**config.mk**
```make
export PLATFORM = sky130hd
export DESIGN_NAME = led_bank_ctrl
export DESIGN_NICKNAME = d
export VERILOG_FILES = /design/src/rtl/led_bank_ctrl.sv
export SDC_FILE = /design/constraint.sdc
export NUM_CORES = 1
export LEC_CHECK = 0
export CAP_MARGIN = 15
export CELL_PAD_IN_SITES_DETAIL_PLACEMENT = 1
export CELL_PAD_IN_SITES_GLOBAL_PLACEMENT = 2
export CORE_MARGIN = 5
export CORE_UTILIZATION = 37
export DETAILED_ROUTE_END_ITERATION = 8
export GPL_TIMING_DRIVEN = 0
export PLACE_DENSITY = 0.89
export SLEW_MARGIN = 40
export SYNTH_ARGS = -nofsm -noshare
export SYNTH_HDL_FRONTEND = slang
export SYNTH_SLANG_ARGS = --single-unit
```
**constraint.sdc**
```tcl
create_clock -name ledclk -period 3.4 [get_ports ledclk]
set_clock_uncertainty 0.05 [all_clocks]
set_input_delay 0.68 -clock ledclk [delete_from_list [all_inputs] [get_ports ledclk]]
set_output_delay 0.68 -clock ledclk [all_outputs]
set_load 0.05 [all_outputs]
```
**src/rtl/led_bank_ctrl.sv**
```systemverilog
// led_bank_ctrl: register-mapped bank of 8-bit LED lanes with per-bit blink
// masking, a global enable and a free-running blink timebase.
//
// Address map (N = NUM_BYTES):
//   0 .. N-1    data lane k
//   N .. 2N-1   blink mask lane k (1 = this bit blinks)
//   2N          blink period (8 bit)
//   2N+1        control: bit0 enable (stored), bit1 clear-all-data (not stored)
//   2N+2        duty (4 bit), only when LED_BANK_PWM_EN is defined
//
// Optional feature: define LED_BANK_PWM_EN to compile in 16-step brightness
// control (duty register plus a free-running 4-bit pwm counter). Without it,
// address 2N+2 behaves like any other unmapped address.

module led_bank_ctrl #(
   parameter int NUM_BYTES = 3,
   parameter int PRESCALE  = 50000,
   parameter int ADDR_W    = 3
) (
   input  logic                   ledclk,
   input  logic                   ledrst,
   input  logic                   ledcs,
   input  logic                   ledwrite,
   input  logic [ADDR_W-1:0]      ledaddr,
   input  logic [7:0]             ledinputdata,
   output logic [8*NUM_BYTES-1:0] ledout
);

   localparam int PW = (PRESCALE > 2) ? $clog2(PRESCALE) : 1;
   localparam logic [PW-1:0] PRESCALE_LAST = PW'(PRESCALE - 1);

   localparam logic [31:0] PERIOD_ADDR  = 32'(2 * NUM_BYTES);
   localparam logic [31:0] CONTROL_ADDR = 32'(2 * NUM_BYTES + 1);
`ifdef LED_BANK_PWM_EN
   localparam logic [31:0] DUTY_ADDR    = 32'(2 * NUM_BYTES + 2);
`endif

   // register file
   logic [NUM_BYTES-1:0][7:0] datareg;
   logic [NUM_BYTES-1:0][7:0] maskreg;
   logic [7:0]                periodreg;
   logic                      enable;

   // blink timebase
   logic [PW-1:0]             prescnt;
   logic [7:0]                blinkcnt;
   logic                      phase;
   logic                      tick;

   // write decode
   logic [31:0]               addrx;
   logic                      wren;
   logic [NUM_BYTES-1:0]      datawe;
   logic [NUM_BYTES-1:0]      maskwe;
   logic                      periodwe;
   logic                      controlwe;
   logic                      clearcmd;

   // brightness gate applied to every output bit
   logic                      pwmon;

   assign addrx     = 32'(ledaddr);
   assign wren      = ledcs & ledwrite;
   assign periodwe  = wren && (addrx == PERIOD_ADDR);
   assign controlwe = wren && (addrx == CONTROL_ADDR);
   assign clearcmd  = controlwe & ledinputdata[1];
   assign tick      = (prescnt == PRESCALE_LAST);

   // Per-lane write enables; unmapped addresses match nothing and are dropped.
   always_comb begin
      datawe = '0;
      maskwe = '0;
      for (int k = 0; k < NUM_BYTES; k++) begin
         datawe[k] = wren && (addrx == 32'(k));
         maskwe[k] = wren && (addrx == 32'(NUM_BYTES + k));
      end
   end

   // Data and mask lanes; the clear command overrides a data write on that edge.
   always_ff @(posedge ledclk or posedge ledrst) begin
      if (ledrst) begin
         datareg <= '0;
         maskreg <= '0;
      end else begin
         for (int k = 0; k < NUM_BYTES; k++) begin
            if (clearcmd) begin
               datareg[k] <= 8'h00;
            end else if (datawe[k]) begin
               datareg[k] <= ledinputdata;
            end
            if (maskwe[k]) begin
               maskreg[k] <= ledinputdata;
            end
         end
      end
   end

   // Blink period and global enable; control bit1 is a pulse and is not kept.
   always_ff @(posedge ledclk or posedge ledrst) begin
      if (ledrst) begin
         periodreg <= 8'h0F;
         enable    <= 1'b1;
      end else begin
         if (periodwe) begin
            periodreg <= ledinputdata;
         end
         if (controlwe) begin
            enable <= ledinputdata[0];
         end
      end
   end

   // Free-running prescaler and blink counter; a period write restarts timing but keeps phase.
   always_ff @(posedge ledclk or posedge ledrst) begin
      if (ledrst) begin
         prescnt  <= '0;
         blinkcnt <= 8'h00;
         phase    <= 1'b0;
      end else if (periodwe) begin
         prescnt  <= '0;
         blinkcnt <= 8'h00;
      end else begin
         if (tick) begin
            prescnt <= '0;
            if (blinkcnt == periodreg) begin
               blinkcnt <= 8'h00;
               phase    <= ~phase;
            end else begin
               blinkcnt <= blinkcnt + 8'd1;
            end
         end else begin
            prescnt <= prescnt + PW'(1);
         end
      end
   end

`ifdef LED_BANK_PWM_EN
   logic [3:0] dutyreg;
   logic [3:0] pwmcnt;
   logic       dutywe;

   assign dutywe = wren && (addrx == DUTY_ADDR);

   // Duty register and free-running 4-bit pwm counter.
   always_ff @(posedge ledclk or posedge ledrst) begin
      if (ledrst) begin
         dutyreg <= 4'hF;
         pwmcnt  <= 4'h0;
      end else begin
         pwmcnt <= pwmcnt + 4'd1;
         if (dutywe) begin
            dutyreg <= ledinputdata[3:0];
         end
      end
   end

   assign pwmon = (dutyreg == 4'hF) || (pwmcnt < dutyreg);
`else
   assign pwmon = 1'b1;
`endif

   // Output decode straight from registers so a write shows up right after its edge.
   always_comb begin
      ledout = '0;
      for (int k = 0; k < NUM_BYTES; k++) begin
         ledout[8*k +: 8] = {8{enable & pwmon}} & datareg[k] & (~maskreg[k] | {8{phase}});
      end
   end

endmodule

```
After elaboration in Yosys (flattened, before gate mapping)
Cells that the tools add are included.
Operators by class
  add/subtract/negate cells: 2
  multiply operators: 0
  div/mod/pow operators: 0
  order comparisons: 0
  equal/unequal tests: 9
  shift-type cells: 0
  multiplexer cells: 11
  bitwise gates (word level): 16
  reduce and logical (&&, ||, !) cells: 14
Operator list (count)
  two-way mux 8 bit: 9
  AND 8 bit: 6
  logical NOT 32 bit: 1
  two-way mux 16 bit: 2
  NOT 8 bit: 3
  bitwise OR 8 bit: 3
  adder 16 x 1 -> 16 bit, second input constant: 1
  == test 16 bit, second input constant: 1
  == test 3 bit, second input constant: 4
  adder 8 x 1 -> 8 bit, second input constant: 1
  == test 8 bit: 1
  logical AND 1 bit: 8
  nonzero test 2 bit: 4
  == test 3 x 2 -> 1 bit, second input constant: 2
  == test 3 x 1 -> 1 bit, second input constant: 1
  AND reduction 3 bit: 1
  AND 1 bit: 2
  NOT 1 bit: 2
Storage, ports and cells
  register bits after elaboration: 82
  bits in latches: 0
  bits in writable memories: 0
  bits in read-only memories: 0
  input port bits: 15
  output and inout port bits: 24
  logic and storage cells: 63
  memories: 0

Depth between registers and ports, before layout
  depth after elaboration: 4
  depth in mapped cells: 7
  depth with buffers taken out: 5

Worst setup path after synthesis
No wires, ideal clock.
  path type: register -> output
  start: reg enable
  end: out ledout[10]
  data arrival time: 1.814 ns
  required time: 2.670 ns
  slack: 0.856 ns
  cell stages (with the launch flop): 5
  buffers on the path: 2
  cell sequence: dfstp_2 clkbuf_1 clkbuf_1 nand2_1 a21oi_1
On the way
  longest elaborated chain between the ends: 2
RTL lines
  start: declaration: RTL line 42  | logic enable;
  start signal: assignment: RTL line 108  | enable <= ledinputdata[0];
  AND 8 bit (2 in a row): RTL line 166  | ledout[8*k +: 8] = {8{enable & pwmon}} & datareg[k] & (~maskreg[k] | {8{phase}});
  end: declaration: RTL line 26  | output logic [8*NUM_BYTES-1:0] ledout
Every way passes these cells.

Final worst setup path
  start: reg enable
  end: out ledout[17]
Same word-level chain as after synthesis.

==> flow_summary.json <==
{
  "status": "finished, final reports clean",
  "required_ns": 2.67,
  "r2r_slack_ns": 1.03,
  "critPathMaxFanout": 10,
  "postCtsSetupBuffers": 0,
  "relSlewSlack_pct": 47.4,
  "crit_cells": 5,
  "synth-edff-count": 0,
  "grt_pass1_wl_mm": 16.3,
  "drt-total-wl_mm": 9.48,
  "r2r_start": "prescnt[10]",
  "ys_ff_latch": 82,
  "p_switching_mw": 0.874,
  "antenna_found_initial": 0,
  "postCtsHoldBufs": 0,
  "post_cts_resized": 4,
  "seq_area_mm2": 0.00206,
  "p_seq_share_pct": 50.1,
  "ant_nets": 0,
  "syn_inst": 359,
  "grt_max_degree": 53,
  "drv_slew": 0,
  "core_area_mm2": 0.0103,
  "die-width_um": 113,
  "hold-path-cell-count": 1,
  "synth_nets": 376,
  "worst_path_max_delay_cell": "clkdlybuf4s50_1",
  "layout.cells.most_common_list": "dfrtp_1, nor2_1, nand2_1",
  "layout.nets": 426,
  "path_buf_inv": 3,
  "first_global_vias": 3184,
  "grt_setup_unrepaired": "no",
  "hold_path_class": "flop to flop",
  "cpPeakStageDelay_ns": 0.82,
  "rr_worst_depth": 6,
  "hp-start": "maskreg[23]",
  "finalCriticalPeriod_ns": 3.24,
  "postSynth.asyncResetShare_pct": 100,
  "maxCapViolations": 0,
  "drive_gt1_share_pct": 8.45,
  "pwr-share-comb_pct": 22.8,
  "n_antenna_cell": 0,
  "ys_types": 36,
  "dr.first_iter.drc_count": 92,
  "fp-row-count": 37,
  "swShare_pct": 33.2,
  "placedCellCount": 534,
  "vias": 2833,
  "gp_congestion": 0.753,
  "p_total_mw": 2.63,
  "wl_per_cell_um": 17.2,
  "ys_seq_area_share_pct": 52.8,
  "drtPass1Iterations": 4,
  "finalCritPeriodShare_pct": 95.3,
  "die_h_um": 113,
  "drc": 0,
  "io_pins": 39,
  "overflow": 0,
  "min_to": "maskreg[23]",
  "nFillCells": 1151,
  "crit_chain": "clkbuf_1 -> clkbuf_2 -> nand2_1 -> a21oi_1 -> clkdlybuf4s50_1",
  "clk_pin_slew_ns": 0.08,
  "rr_endpoint": "prescnt[13]",
  "htreeDepth": 3,
  "syn_to_final_growth_pct": 20.5,
  "dieArea_mm2": 0.0127,
  "fin_cells": 550,
  "root_buffer": "clkbuf_8",
  "holdWs_ns": 0.447,
  "critPathKind": "flop to output pin",
  "hold_viol_final": 0,
  "ys.flop_type": "dfrtp_1",
  "hpwl_mm": 6.75,
  "setup_viol": 0,
  "numPortBuffers": 38,
  "viasPerCell": 5.15,
  "crit_family": "buffers and inverters",
  "clkPwrFrac_pct": 27.1,
  "vdd_drop_max_mv": 0.341,
  "grt_use_total_pct": 15.9,
  "max_freq_mhz": 309,
  "clock_sinks": 82,
  "internal_power_mw": 1.76,
  "yosys_warnings": 0,
  "cts_buffers": 9,
  "start_util_pct": 37.9,
  "tightest_slew_ns": 0.787,
  "mostFrequentLayoutCell": "dfrtp_1",
  "final_core_util_pct": 45.7,
  "power.leakage_nw": 2.04,
  "crit_path_end_kind": "output pin",
  "worst_setup_path_start_kind": "flop",
  "netlist_area_mm2": 0.00389,
  "multiInputGateArea_mm2": 0.00176,
  "clock_latency_ns": 0.35,
  "cp.arrival_ns": 2.51,
  "cts_buffer_depth": 2,
  "power.density_mw_per_mm2": 560,
  "cts_tree": "yes",
  "postSynthAreaPerCell_um2": 10.8
}
[worst max-delay path by stage]
stage,from,end
after detailed placement,enable,ledout[7]
after CTS,enable,ledout[13]
after global routing,enable,ledout[22]
after global placement,ledrst,maskreg[20]
after floorplan,ledrst,blinkcnt[0]
final,enable,ledout[17]
[area by class of cell]
cell class / count / area share (%)
plain buffers: 16 / 1.52
clock buffers: 10 / 2.72
clock inverters: 6 / 1.44
inverters: 5 / 0.506
multi-input cells: 256 / 37.4
flip-flops and latches: 82 / 43.8
well taps: 136 / 3.62
repair buffers: 39 / 8.93
[cell usage after synthesis, drive strengths merged (2+ instances only)]
master   n  share of area, %
clkbuf  14               1.3
buf      2              0.42
nand2   36               3.5
and3     3              0.48
nand4   11               1.8
xnor2   16               3.6
o211ai   3              0.58
nor4    11               2.5
nand2b   2              0.32
nor3     3              0.51
or3      2              0.32
inv      4              0.39
xor2     6               1.3
nand3    9               1.2
a31oi    3              0.48
nor2    49               4.7
a21oi   27               3.5
mux2    33               9.5
mux2i   29               7.5
ha       2              0.64
dfstp    5               3.4
dfrtp   77                49
or4      3              0.77
[power by group through the flow]
stage,clock network [mW],registers (mW),logic (mW)
floorplan,0,1.29,0.436
global placement,0,1.32,0.583
detailed placement,0,1.34,0.610
CTS,0.731,1.32,0.610
global route,0.781,1.35,0.665
finish,0.714,1.32,0.599
[worst register-to-register path, stage by stage (launching register included)]
cell and delay [ns]:
dfrtp_1 0.44, or4_4 0.56, or4_4 0.55, buf_6 0.15, o21ai_2 0.13, buf_2 0.30
nor2_1 0.08
[cell families after synthesis]
group / count (synthesis) / synth area share, %
adders and majority gates: 2 / 0.642
buffers and inverters: 21 / 2.25
AOI/OAI and AO/OA: 36 / 5.17
DFF: 82 / 52.8
xor gates and xnor gates: 22 / 4.95
and+or+nand+nor: 134 / 17.2
muxes: 62 / 17.0
[metrics by stage]
stage	setup slack (ns)	area [µm²]	setup TNS [ns]
detailed placement	0.269	4480	0
global route	0.0170	4690	0
finish	0.160	4690	0
global placement	-0.777	4450	-59.56
CTS	0.00362	4670	0
floorplan	0.570	3890	0
[routing by layer]
layer | vias to the layer above | track usage [%] | wire [µm]
li1 | 1354 | - | -
met1 | 1430 | 21.2 | 4530
met2 | 36 | 26.2 | 4600
met3 | 13 | 2.10 | 174
met4 | 0 | 6.33 | 180
met5 | - | 0 | 0
[flip-flops by register name, indices dropped and copies added (netlist names)]
signal	count
datareg	24
blinkcnt	8
prescnt	16
phase	1
enable	1
periodreg	8
maskreg	24
Note: power is estimated with default switching activity, not from simulation.
==> edit (config.mk and constraints unchanged) <==
Add an input register stage for `ledcs`, `ledwrite` and `ledaddr`, without a reset; this delays them by one clock. The other inputs are not delayed to match.
--- a/src/rtl/led_bank_ctrl.sv
+++ b/src/rtl/led_bank_ctrl.sv
@@ -31,6 +31,16 @@
 
    localparam logic [31:0] PERIOD_ADDR  = 32'(2 * NUM_BYTES);
    localparam logic [31:0] CONTROL_ADDR = 32'(2 * NUM_BYTES + 1);
+
+   logic ledcs_q;
+   logic ledwrite_q;
+   logic [ADDR_W-1:0] ledaddr_q;
+
+   always_ff @(posedge ledclk) begin
+      ledcs_q    <= ledcs;
+      ledwrite_q <= ledwrite;
+      ledaddr_q  <= ledaddr;
+   end
 `ifdef LED_BANK_PWM_EN
    localparam logic [31:0] DUTY_ADDR    = 32'(2 * NUM_BYTES + 2);
 `endif
@@ -59,8 +69,8 @@
    // brightness gate applied to every output bit
    logic                      pwmon;
 
-   assign addrx     = 32'(ledaddr);
-   assign wren      = ledcs & ledwrite;
+   assign addrx     = 32'(ledaddr_q);
+   assign wren      = ledcs_q & ledwrite_q;
    assign periodwe  = wren && (addrx == PERIOD_ADDR);
    assign controlwe = wren && (addrx == CONTROL_ADDR);
    assign clearcmd  = controlwe & ledinputdata[1];
Behaviour: not the same (a bounded check fails within 4 cycles, from zero or initial values and one cycle with ledrst high).
==> edit against the original RTL <==
- final area grew 2.2%
- core utilization decreased by 0.81 points
- synthesized area up 2.4%
- count of clock-buffer cells in the layout is the same
- first-iteration DRC count shrank 9.8%
- routed wire length rose by 0.12%
- sequential cell count rose by 5
- power grew 0.30%
- combinational power down 0.8%
- non-clock buffer count increased by 1
- setup slack worse by 0.042 ns
- sequential share of layout area rose by 1.1 points
- critical path type unchanged
- largest cell class unchanged
==> edit: results (changes against the original RTL) <==
metric;value;unit;change
status;complete, no violations;;
Comb pwr share;0.225;;-0.003
number of global-route vias before repair;3117;;-2.1%
met2 Track Usage GR;0.258;;-0.00390
number of fill cells;1196;;+3.9%
post-synthesis mux area share;0.166;;-0.00405
Post-Syn Area per Cell;10.8;um2;about the same
Slew HR;0.470;;-0.00355
largest net degree at the start of global routing;52;;-1.9%
metal2 WL;4570;um;-0.63%
Synth area leaders;dfrtp_1 (48%), mux2_2 (9.3%), mux2i_1 (7.3%), nor2_1 (4.7%), xnor2_1 (4.0%);;
placed cells;547;;+2.4%
Final HPWL DP;6810;um;+0.86%
Placement Cell Area;0.00458;mm2;+2.3%
vias post-DR;2893;;+2.1%
maximum VDD drop;0.000265;V;-22%
combinational gate power;0.000594;W;-0.8%
WL/cell;16.9;um;-2.2%
ratio of cells with drive above 1 in the final layout;0.158;;+0.0739
synth cell count leaders;dfrtp_1 (77), nor2_1 (50), nand2_1 (36), mux2_2 (33), mux2i_1 (29);;
met3 WL;260;um;+49%
pre-CTS setup slack;0.238;ns;-0.0309 ns
met1 Use GR;0.213;;+0.00153
LEAKAGE;2.18;nW;+6.8%
R2R setup slack;0.73;ns;-0.30 ns
initial drt markers;83;;-9.8%
final wirelength;9490;um;+0.12%
Seq/Total Area, Yosys;0.541;;+0.0125
edit: final timing paths:
kind                            cells after the start               startpoint                        to
worst min-delay path                                1  maskreg[11]$_DFFE_PP0P_   maskreg[11]$_DFFE_PP0P_
worst max-delay path                                5       enable$_DFFE_PP1P_                ledout[11]
worst min register to register                      1  maskreg[11]$_DFFE_PP0P_   maskreg[11]$_DFFE_PP0P_
worst max register to register                      5    prescnt[10]$_DFF_PP0_   blinkcnt[6]$_DFFE_PP0P_
max in group asynchronous                           3                   ledrst  periodreg[3]$_DFFE_PP1P_
min in group asynchronous                           2                   ledrst  periodreg[7]$_DFFE_PP0P_
edit: layout make-up:
type / instances / area [um2] / share of cell area
flip-flops and latches: 87 / 2160 / 0.450
multi-input cells: 256 / 1740 / 0.363
repair buffers: 39 / 440 / 0.0918
well taps: 140 / 175 / 0.0365
clock buffers: 10 / 138 / 0.0287
plain buffers: 17 / 68.8 / 0.0143
clock inverters: 6 / 41.3 / 0.00860
inverters: 8 / 35.0 / 0.00730
